[config.mk]
export PLATFORM = sky130hd
export DESIGN_NAME = and8_qual
export DESIGN_NICKNAME = d
export VERILOG_FILES = /design/src/rtl/and8_qual.sv
export SDC_FILE = /design/constraint.sdc
export NUM_CORES = 1
export LEC_CHECK = 0
export CORE_UTILIZATION = 53
export CTS_CLUSTER_DIAMETER = 100
export DETAILED_ROUTE_END_ITERATION = 7
export PLACE_DENSITY = 0.82
export SYNTH_ARGS = -nofsm -noshare
export SYNTH_HDL_FRONTEND = slang
export SYNTH_SLANG_ARGS = --single-unit
export TNS_END_PERCENT = 1
[constraint.sdc]
create_clock -name CK -period 3.2 [get_ports CK]
set_input_delay 0.8 -clock CK [delete_from_list [all_inputs] [get_ports CK]]
set_output_delay 0.8 -clock CK [all_outputs]
set_load 0.03 [all_outputs]
[src/rtl/and8_qual.sv]
// Eight-input AND qualifier: registered terms feed a run-length FSM that asserts
// a match level after TH consecutive high cycles, then enforces a hold-off window.
module and8_qual #(
    parameter int unsigned HOLD = 3
) (
    input  logic       CK,
    input  logic       CD,
    input  logic       CE,
    input  logic       A0,
    input  logic       A1,
    input  logic       A2,
    input  logic       A3,
    input  logic       A4,
    input  logic       A5,
    input  logic       A6,
    input  logic       A7,
    input  logic [3:0] TH,
    output logic       Z0,
    output logic       ZP,
    output logic [3:0] CNT
);

    typedef enum logic [1:0] {
        ST_IDLE    = 2'd0,
        ST_RUN     = 2'd1,
        ST_MATCH   = 2'd2,
        ST_HOLDOFF = 2'd3
    } state_t;

    localparam logic [3:0] HOLD_L = 4'(HOLD);

    state_t     state_q, state_d;
    logic [7:0] a_q, a_d;
    logic [3:0] cnt_q, cnt_d;
    logic [3:0] hold_q, hold_d;
    logic       z0_q, z0_d;
    logic       zp_q, zp_d;

    logic       m_s;
    logic [3:0] eff_s;
    logic [3:0] cnt_inc_s;

    // Next-state, counter and output computation; everything holds when CE is low.
    always_comb begin
        a_d       = a_q;
        state_d   = state_q;
        cnt_d     = cnt_q;
        hold_d    = hold_q;
        z0_d      = z0_q;
        zp_d      = 1'b0;
        m_s       = &a_q;
        eff_s     = (TH == 4'd0) ? 4'd1 : TH;
        cnt_inc_s = (cnt_q == 4'd15) ? 4'd15 : (cnt_q + 4'd1);

        if (CE) begin
            a_d = {A7, A6, A5, A4, A3, A2, A1, A0};
            if (m_s) begin
                cnt_d = cnt_inc_s;
            end else begin
                cnt_d = 4'd0;
            end

            case (state_q)
                ST_IDLE: begin
                    if (m_s && (cnt_inc_s >= eff_s)) begin
                        state_d = ST_MATCH;
                    end else if (m_s) begin
                        state_d = ST_RUN;
                    end else begin
                        state_d = ST_IDLE;
                    end
                end
                ST_RUN: begin
                    if (!m_s) begin
                        state_d = ST_IDLE;
                    end else if (cnt_inc_s >= eff_s) begin
                        state_d = ST_MATCH;
                    end else begin
                        state_d = ST_RUN;
                    end
                end
                ST_MATCH: begin
                    if (m_s) begin
                        state_d = ST_MATCH;
                    end else if (HOLD_L == 4'd0) begin
                        state_d = ST_IDLE;
                    end else begin
                        state_d = ST_HOLDOFF;
                        hold_d  = HOLD_L;
                    end
                end
                ST_HOLDOFF: begin
                    // m is ignored here; the run count restarts only once back in IDLE
                    cnt_d = 4'd0;
                    if (hold_q <= 4'd1) begin
                        state_d = ST_IDLE;
                        hold_d  = 4'd0;
                    end else begin
                        state_d = ST_HOLDOFF;
                        hold_d  = hold_q - 4'd1;
                    end
                end
                default: begin
                    state_d = ST_IDLE;
                    cnt_d   = 4'd0;
                    hold_d  = 4'd0;
                end
            endcase

            z0_d = (state_d == ST_MATCH);
            zp_d = (state_d == ST_MATCH) && (state_q != ST_MATCH);
        end else begin
            zp_d = 1'b0;
        end
    end

    // State registers with synchronous reset taking priority over CE.
    always_ff @(posedge CK) begin
        if (CD) begin
            a_q     <= 8'd0;
            state_q <= ST_IDLE;
            cnt_q   <= 4'd0;
            hold_q  <= 4'd0;
            z0_q    <= 1'b0;
            zp_q    <= 1'b0;
        end else begin
            a_q     <= a_d;
            state_q <= state_d;
            cnt_q   <= cnt_d;
            hold_q  <= hold_d;
            z0_q    <= z0_d;
            zp_q    <= zp_d;
        end
    end

    assign Z0  = z0_q;
    assign ZP  = zp_q;
    assign CNT = cnt_q;

endmodule

==> Yosys cells after proc, flatten, opt, wreduce, memory -nomap -nowiden <==
Index checks and enable logic that the tools add are counted.
{ "word_totals": {"output_inout_bits": 6, "reg_bits": 20, "inputBits": 15, "word_cells": 41} }
{ "op_classes": {"n_mux": 15, "eq_ne": 7, "addsub": 2, "order_cmp": 2, "bitwise": 1, "n_reduce_logical": 8} }
{ "op_table": {"columns": ["cell", "n"], "rows": [
  ["4-bit two-way mux", 6],
  ["2-bit two-way mux", 5],
  ["2-bit case mux with 4 select lines", 1],
  ["4-bit case mux with 2 select lines", 1],
  ["8-bit AND reduction", 1],
  ["2-bit == test (second input constant)", 3],
  ["4-bit by 1-bit adder with 4-bit output (second input constant)", 1],
  ["4-bit == test (second input constant)", 1],
  ["4-bit >= comparator", 1],
  ["4-bit by 1-bit less-or-equal comparator with 1-bit output (second input constant)", 1],
  ["4-bit zero test", 1],
  ["2-bit != test (second input constant)", 2],
  ["4-bit by 1-bit subtractor with 4-bit output (second input constant)", 1],
  ["3-bit AND reduction", 1],
  ["2-bit by 1-bit == test with 1-bit output (second input constant)", 1],
  ["1-bit logical AND", 2],
  ["2-bit zero test", 1],
  ["1-bit two-way mux", 2],
  ["2-bit nonzero test", 1],
  ["2-bit OR reduction", 1],
  ["1-bit inverter", 1]
]} }

==> Depth between registers and ports, before layout <==
Gate-level depths: netlist of the first run.
{ "depth": {"word_depth": 9, "ltp_mapped": 9, "mapped_depth_nobuf": 9} }

==> Least setup slack after synthesis of the first run <==
Ideal clock, no wire load.
{ "synth_timing": {"path_kind": "register to register", "from": "register cnt_q[0], in the netlist CNT[0]", "to": "register state_q[0]", "setup_time_ns": 0.088, "t_required_ns": 3.112, "period_less_slack_ns": 2.234, "n_path_buf": 0, "path_stages_with_launch": 10, "arrival_ns": 2.146, "setup_slack_ns": 0.966, "path_cell_list": "dfxtp_1 ha_1 nand2_1 nor2_1 nor2_1 ha_1 or2_2 a211oi_1 o21ai_1 a311oi_2"} }
{ "synth_via": {"elab_chain_cells": 7, "word_cells_on_any_way": 10, "classes_between": "add/sub (1); order compare (1); eq/ne (1); mux (6); reduce/logical (1)"} }
{ "synth_rtl": {"columns": ["element", "line", "source"], "rows": [
  ["start, declared", "34", "logic [3:0] cnt_q, cnt_d;"],
  ["start signal, assigned", "129", "cnt_q <= cnt_d;"],
  ["4-bit by 1-bit adder with 4-bit output or 4-bit == test (tied branches)", "53", "cnt_inc_s = (cnt_q == 4'd15) ? 4'd15 : (cnt_q + 4'd1);"],
  ["4-bit two-way mux *", "53", null],
  ["4-bit >= comparator *", "65, 76", null],
  ["2-bit two-way mux or 1-bit logical AND (tied branches)", "76, 65", null],
  ["2-bit two-way mux, on equally long branches", "74, 65", null],
  ["2-bit case mux with 4 select lines *", "63", "case (state_q)"],
  ["2-bit two-way mux *", "55", "if (CE) begin"],
  ["end signal, assigned", "128", "state_q <= state_d;"],
  ["end, declared", "32", "state_t state_q, state_d;"]
]} }
Mark *: on every way between the ends. The rest lies on a longest branch, timed or not. The select of a mux whose other input is x is not followed.
A chain may end at the register's enable or synchronous reset.

==> Final worst setup path of the first run <==
{ "layout_timing": {"from": "input TH[2]", "to": "register zp_q, in the netlist ZP"} }
{ "layout_via": {"elab_chain_cells": 9, "word_cells_on_any_way": 11, "classes_between": "order compare (1); eq/ne (1); mux (6); reduce/logical (3)"} }
{ "layout_rtl": {"columns": ["element", "line", "source"], "rows": [
  ["start, declared", "17", "input logic [3:0] TH,"],
  ["4-bit zero test", "52", "eff_s = (TH == 4'd0) ? 4'd1 : TH;"],
  ["4-bit two-way mux *", "52", null],
  ["4-bit >= comparator *", "65, 76", null],
  ["2-bit two-way mux or 1-bit logical AND (tied branches)", "76, 65", null],
  ["2-bit two-way mux, on equally long branches", "74, 65", null],
  ["2-bit case mux with 4 select lines *", "63", null],
  ["2-bit two-way mux *", "55", null],
  ["2-bit == test *", "111", "zp_d = (state_d == ST_MATCH) && (state_q != ST_MATCH);"],
  ["1-bit logical AND *", "111", null],
  ["end signal, assigned", "132", "zp_q <= zp_d;"],
  ["end, declared", "37", "logic zp_q, zp_d;"]
]} }
Marks and branches as above.

==> impl_summary.md, run 1 <==
Run status
The run finished with clean final reports.

Layout
The area growth from synthesis to layout is 23.9%. The share of final-layout standard cells stronger than drive strength 1 is 0.0746. At the end of the flow the core is filled with cells to 0.721.

The repair_antennas step left the layout with diodes totalling 0. In the final design database the tool counted 158 nets.

Routing
The ratio of routed vias to standard cells is between 5 and 6. The number of DRC violations after detailed routing is 0. The first detailed-routing pass took 4 iterations. The residual antenna-violating net count after detailed routing is 0.

The routed via count is 888. In this run, the number of DRC markers left after iteration 0 of detailed routing was 14. For this block, the routed nets add up to 2000 um of wire. The detail-routed net length per standard cell is 12.6 um.

Floorplan
The count of standard-cell rows is 15. The die width is 46.0 um. From bottom edge to top edge, the die measures 46.0 um.

The die covers 2120 um^2. The initial utilization of the core area, before any placement, comes to 0.582. The placeable core area is 1760 um^2. The I/O pin total is 21.

Timing
The final max-slew violation count was 0. The clock period could shrink to approximately 2.3 ns. For the pin with the worst max-slew slack, the measured transition is 0.612 ns. Setup repair after global routing left no endpoint under its margin. The count of endpoints failing hold in the final timing report is 0.

Dividing the final minimum period by the clock period gives 0.731. Timing would allow up to about 430 MHz. The worst pin sits at a relative slew slack of 0.589. The setup TNS after final layout is 0 ns. The total setup violations reported at the end of the flow is 0.

The clock skew after layout is approximately 0.0053 ns.

Place
The HPWL reported at the end of detailed placement is between 1500 and 2000 um. The final RePlAce weighted congestion is between 0.7 and 0.8. Buffers placed on the I/O ports in this run total 20.

Synth
The number of warning messages in the yosys log is 0. After synthesis, the cell types taking the most area are sky130_fd_sc_hd__dfxtp_1 39%, sky130_fd_sc_hd__mux2i_1 9.8%, sky130_fd_sc_hd__ha_1 8.5%. The mean instance size in the synthesized netlist is 9.08 um^2.

The register bit count reported by yosys is 20. The mapped netlist covers 1030 um^2. Counting every net in the synthesized netlist gives between 100 and 150.

Of the post-synthesis cell area, the dominant cell type holds 0.390. Of all cell types, the one taking the most synthesized area is sky130_fd_sc_hd__dfxtp_1. The fraction of the yosys area taken by sequential cells is 0.390. Counting distinct cell types in the post-synthesis netlist gives 35. The synthesized instance count is 113.

Clocking
In this run the post-CTS setup repair buffer count came out at 0. The deepest level of the CTS H-tree is 1. The number of buffers created by CTS is 3. The master cell of the clock root buffer is sky130_fd_sc_hd__clkbuf_4. The CTS tree is built. The clock sink count is 20.

In this run, post-CTS hold repair placed 0 buffers. The clock latency reported for the late side of the worst-skew pair is 0.30 ns. The maximum number of buffers from clock root to sink is 2. Once the clock tree was built, the resizer swapped 0 gates to a different size. The clock input transition at the sequential cells of the worst setup and hold paths is roughly 0.11 ns.

Critical path
The critical path goes through clkdlybuf4s50_1, inv_1, a31o_2, ha_1, nand2b_1, a21oi_2, or2_1, nor4b_1. The number of buffer and inverter instances along the worst setup path is 2. Among all stages on the critical path, the largest delay is contributed by sky130_fd_sc_hd__clkdlybuf4s50_1. The longest individual stage delay on the worst path is 0.46 ns. Along the worst path, the maximum fanout reaches 3. The category of cells accounting for the largest share of critical-path delay is simple AND/OR/NAND/NOR gates. By startpoint and endpoint, the worst setup path is classified as input pin to flop. For the worst setup path, the data arrival time is 2.54 ns. At the worst endpoint, the required time is roughly 3.4 ns.

The kind of start point of the critical path is an input pin. STA classifies the critical path endpoint as a flop.

Pwr
In this run the power density over the cells is 335 nW/um^2. The overall power is 426 uW. For this design the static power due to leakage is 0.000512 uW. The highest ir drop seen on vdd is 0.288 mV.

GRT
The maximum number of pins on one net before global-route repair is 17. The first-pass GRT wire length is 3420 um. The initial antenna violation count was 0. Across every metal layer, demand over resource in global routing totals 0.225. The via count of the first global-routing pass is slightly above 800. Global routing finished with a remaining overflow of 0.

Run
The number of maximum-capacitance violations is 0.

Min path
The min-delay analysis places its worst path in the category flop to flop.
[cell type report]
cell class / instances / area, um^2
multi-input cells: 83 / 579
fillers: 154 / 493
flip-flops and latches: 20 / 400
repair buffers: 22 / 215
well taps: 25 / 31.3
clock buffers: 3 / 22.5
inverters: 6 / 22.5
[synthesized netlist by cell type]
library cell and instances:
sky130_fd_sc_hd__nor4_1 1, sky130_fd_sc_hd__a21oi_1 1, sky130_fd_sc_hd__o21a_1 1, sky130_fd_sc_hd__a22o_1 3
sky130_fd_sc_hd__a211oi_1 3, sky130_fd_sc_hd__ha_1 7, sky130_fd_sc_hd__buf_6 1, sky130_fd_sc_hd__o21ai_0 3
sky130_fd_sc_hd__nand2_1 7, sky130_fd_sc_hd__a41oi_1 1, sky130_fd_sc_hd__a21oi_2 1, sky130_fd_sc_hd__nand2b_1 3
sky130_fd_sc_hd__buf_2 1, sky130_fd_sc_hd__nand4_1 2, sky130_fd_sc_hd__clkbuf_1 2, sky130_fd_sc_hd__dfxtp_1 20
sky130_fd_sc_hd__a211o_1 1, sky130_fd_sc_hd__o21ai_1 1, sky130_fd_sc_hd__o2111a_1 2, sky130_fd_sc_hd__a311oi_2 1
sky130_fd_sc_hd__or2_2 1, sky130_fd_sc_hd__a31o_2 1, sky130_fd_sc_hd__or3_1 2, sky130_fd_sc_hd__and2_1 2
sky130_fd_sc_hd__nor2b_1 1, sky130_fd_sc_hd__nand3_1 2, sky130_fd_sc_hd__a221oi_1 1, sky130_fd_sc_hd__inv_1 6
sky130_fd_sc_hd__o311ai_1 1, sky130_fd_sc_hd__nor2_1 18, sky130_fd_sc_hd__nor4b_1 1, sky130_fd_sc_hd__mux2i_1 10
sky130_fd_sc_hd__or4_4 1, sky130_fd_sc_hd__nor3_1 3, sky130_fd_sc_hd__or2_1 1
[cell families after synthesis]
kind of cell,Yosys count,synth area share
and+or+nand+nor,45,0.215
AOI/OAI and AO/OA,21,0.167
DFF,20,0.390
buffers and inverters,10,0.0451
muxes,10,0.0976
adders and majority gates,7,0.0854
[layout by cell type (no fill, tap or decap), types with 2 or more instances in the layout]
cell type / count
sky130_fd_sc_hd__clkbuf_4: 3
sky130_fd_sc_hd__a22o_1: 3
sky130_fd_sc_hd__o2111a_1: 2
sky130_fd_sc_hd__nor3_1: 3
sky130_fd_sc_hd__a211oi_1: 3
sky130_fd_sc_hd__inv_1: 6
sky130_fd_sc_hd__dfxtp_1: 20
sky130_fd_sc_hd__buf_4: 2
sky130_fd_sc_hd__nor2_1: 18
sky130_fd_sc_hd__nand2b_1: 3
sky130_fd_sc_hd__nand3_1: 2
sky130_fd_sc_hd__and2_1: 2
sky130_fd_sc_hd__ha_1: 7
sky130_fd_sc_hd__mux2i_1: 10
sky130_fd_sc_hd__nand2_1: 7
sky130_fd_sc_hd__or3_1: 2
sky130_fd_sc_hd__nand4_1: 2
sky130_fd_sc_hd__o21ai_0: 3
sky130_fd_sc_hd__clkdlybuf4s50_1: 20
[power by group]
part	switching (uW)	total [uW]	internal, uW
Clock	75.3	119	43.9
Sequential	3.95	259	255
Combinational	19.5	47.6	28.1
[tightest hold or removal path, delay by kind of cell, from the launching register on]
kind / cells / cell delay [ns]
AO/OA/AOI/OAI: 1 / 0.06
AND/OR/NAND/NOR: 1 / 0.05
flip-flops: 1 / 0.33
[per-stage QoR]
step | worst slack, ns | cell area [um^2] | instances | hold WS (ns)
after floorplan | 0.966 | 1030 | 113 | 0.460
after global placement | 0.637 | 1250 | 156 | 0.444
after detailed placement | 0.567 | 1250 | 156 | 0.453
after CTS | 0.871 | 1270 | 159 | 0.478
after global routing | 0.743 | 1270 | 159 | 0.488
final | 0.860 | 1270 | 159 | 0.472
[state kept, by name, summed over array words and instances, names as in the netlist]
register / count
hold_q: 4
Z0: 1
ZP: 1
state_q: 2
a_q: 8
CNT: 4
[routing by layer]
metal  track usage  share of wire  wire [um]  up-vias
met5             0              0          0        -
met4         0.106          0.017         34        0
met3        0.0238          0.027         55        5
met2         0.386           0.49        987       18
met1         0.278           0.46        923      415
li1              -              -          -      450
[final timing paths]
path              startpoint          to  slack (ns)  depth (start not counted)
setup / recovery       TH[2]          ZP        0.86                          8
hold / removal            Z0          Z0        0.47                          2
setup reg to reg      CNT[0]  state_q[0]        1.02                          9
hold reg to reg           Z0          Z0        0.47                          2
(Power assumes the default switching activity.)
==> run 2: changes to the inputs <==
- CORE_UTILIZATION: 53 -> 49
- PLACE_DENSITY: 0.82 -> 0.77
- clock period: 3.2 -> 2.45 ns (I/O delays scaled with it)
==> impl_summary.md, run 2 (synthesized netlist as in run 1, its figures left out) <==
Run status
The flow ran to the end, and the final reports show no timing, DRC or antenna violations.

Critical path
The flop-to-flop setup slack is ~0.26 ns. The endpoint class of the critical path is a flop. The critical path data arrival time is between 2 and 2.5 ns. The longest individual stage delay on the worst path is 0.41 ns. Walking the worst path, the cells encountered are ha_1, nand2_1, nor2_1, nor2_1, ha_1, or2_2, a211oi_1, o21ai_1, a311oi_2. The reg-to-reg critical path endpoint is state_q[0]. The kind of start point of the critical path is a flop. The launch point of the worst path is CNT[1]. Measured in cells, the most critical reg-to-reg path has a length of 9.

The critical path is of the flop to flop type. The launch instance of the worst register-to-register path is CNT[1]. For the worst setup path, the data required time is about 2.7 ns. The master of the slowest instance on the critical path is sky130_fd_sc_hd__dfxtp_1. The critical-path maximum fanout is 4. In this run the worst setup path terminates at state_q[0].

Clocking
CTS built an H-tree with a depth of 1. The number of hold buffers added after CTS was 0. In this run the clock root is driven by a sky130_fd_sc_hd__clkbuf_4. TritonCTS built the clock tree. The number of gates resized after CTS was 0.

The maximum number of buffers from clock root to sink is 2. The clock sink count is 20. At the later pin of the worst-skew pair, clock insertion delay measures 0.30 ns. The setup fix buffers added after clock tree synthesis is 0. Clock tree synthesis inserted a total of 3 buffers.

After clock tree synthesis, the clock-pin slew on the worst setup and hold paths is about 0.11 ns.

Layout
The finished cells cover 1290 um^2. The number of antenna diodes is 0. The share of final-layout standard cells stronger than drive strength 1 is 0.0882. At the end of the flow the core is filled with cells to 0.657. In the layout the commonest cells are 20 x sky130_fd_sc_hd__dfxtp_1, 20 x sky130_fd_sc_hd__clkdlybuf4s50_1, 18 x sky130_fd_sc_hd__nor2_1. The signed area change from the synthesized netlist to the final layout is 25.6%. At the end of the flow, the number of nets in the layout was 160. The flip-flop count of the largest register after layout is 8. The register with the most flip-flops in the final layout is a_q.

Floorplan
The die width is between 40 and 50 um. The die boundary height is 47.8 um. The starting density of the core is 0.523. The floorplan step defined a core boundary enclosing around 2000 um^2. The floorplan has 16 rows. The I/O pin total is 21. The area enclosed by the die boundary is 2280 um^2.

Pwr
In this run the static leakage power is 0.000522 uW. The power density normalized to cell area is around 430 nW/um^2. Across the VDD grid, the largest voltage drop is 0.327 mV. The overall power is 558 uW.

GRT
Global routing finished with a remaining overflow of 0. Entering global routing, the biggest net connects 16 pins. The via count of the first global-routing pass is between 700 and 800. The initial antenna violation count is 0. In the global route stage, overall resource usage came out at 0.203. The first-pass GRT wire length is 3260 um.

Place
Detailed placement finished with a half-perimeter wire length of 1610 um. Input and output buffers added on the ports amount to 20. The post-detailed-placement cell area is 1270 um^2.

At the end of routability-driven placement, the weighted congestion stood at about 0.8.

Timing
Setup violations remaining at the end of the flow were counted as 0. Setup total negative slack on the finished layout was measured at 0 ns. The clock skew after layout is 0.00249 ns. The slew at the pin closest to its max-slew limit is between 0.5 and 0.6 ns. Headroom to the max-slew limit came out at 0.610. Subtracting the final worst setup slack from the clock period gives 2.19 ns. The final max-slew violation count was 0. Of the available clock period, the critical path in the final layout requires 0.896. The count of endpoints failing hold in the final timing report is 0.

Setup repair after global routing left no endpoint under its margin. The highest clock frequency the design can meet is 456 MHz.

Routing
The number of DRC violations after detailed routing is 0. The final layout contains routed wiring with a total length of 2060 um. The detail-routed net length per standard cell is approximately 13 um.

The first detailed-routing pass ran for 4 iterations. The detailed router's first-iteration violation count is 19. The ratio of routed vias to standard cells is roughly 5.5. The routed via count is 894.

Once detail routing completed, the nets flagged for antenna violations numbered 0.

Min path
The type of the most critical hold path is flop to flop.

Run
The number of maximum-capacitance violations is 0.
==> run 2: area by class of cell <==
class | instances | area (um^2)
Fill cell | 186 | 673
Multi-Input combinational cell | 83 | 579
Sequential cell | 20 | 400
Timing Repair Buffer | 24 | 230
Tap cell | 27 | 33.8
Clock buffer | 3 | 22.5
Inverter | 6 | 22.5
==> run 2: metrics by stage <==
| stage | hold slack (ns) | setup slack (ns) | std cells |
|---|---|---|---|
| 2_1_floorplan | 0.460 | 0.216 | 113 |
| 3_3_place_gp | 0.444 | 0.0613 | 160 |
| 3_5_place_dp | 0.450 | 0.0175 | 160 |
| 4_1_cts | 0.477 | 0.263 | 163 |
| 5_1_grt | 0.513 | 0.0850 | 163 |
| 6_report | 0.468 | 0.256 | 163 |
==> run 2: report_power, final <==
| part | switching, uW | leakage [uW] | total (uW) | internal [uW] |
|---|---|---|---|---|
| Combinational | 24.8 | 0.000345 | 62.6 | 37.7 |
| Sequential | 5.73 | 0.000163 | 339 | 334 |
| Clock | 98.7 | 0.0000138 | 156 | 57.4 |
==> run 2: worst min-delay path by stage <==
stage,from,depth (start not counted),to,slack [ns]
finish,Z0,2,Z0,0.47
global route,Z0,2,Z0,0.51
detailed placement,Z0,2,Z0,0.45
floorplan,a_q[3],2,a_q[3],0.46
CTS,Z0,2,Z0,0.48
global placement,Z0,2,Z0,0.44
==> run 2: layer usage <==
layer	routed length [um]	vias up	share of wire	track usage
met3	50	4	0.024	0.0340
met2	1050	15	0.51	0.368
li1	-	452	-	-
met1	940	423	0.46	0.241
met5	0	-	0	0
met4	21	0	0.010	0.0667
==> run 2: worst max-delay path, delay by kind of cell (launching register included) <==
kind            cells  cell delay (ns)
simple gates        4             0.54
compound gates      3             0.66
flops               1             0.41
fa+ha+maj           2             0.51
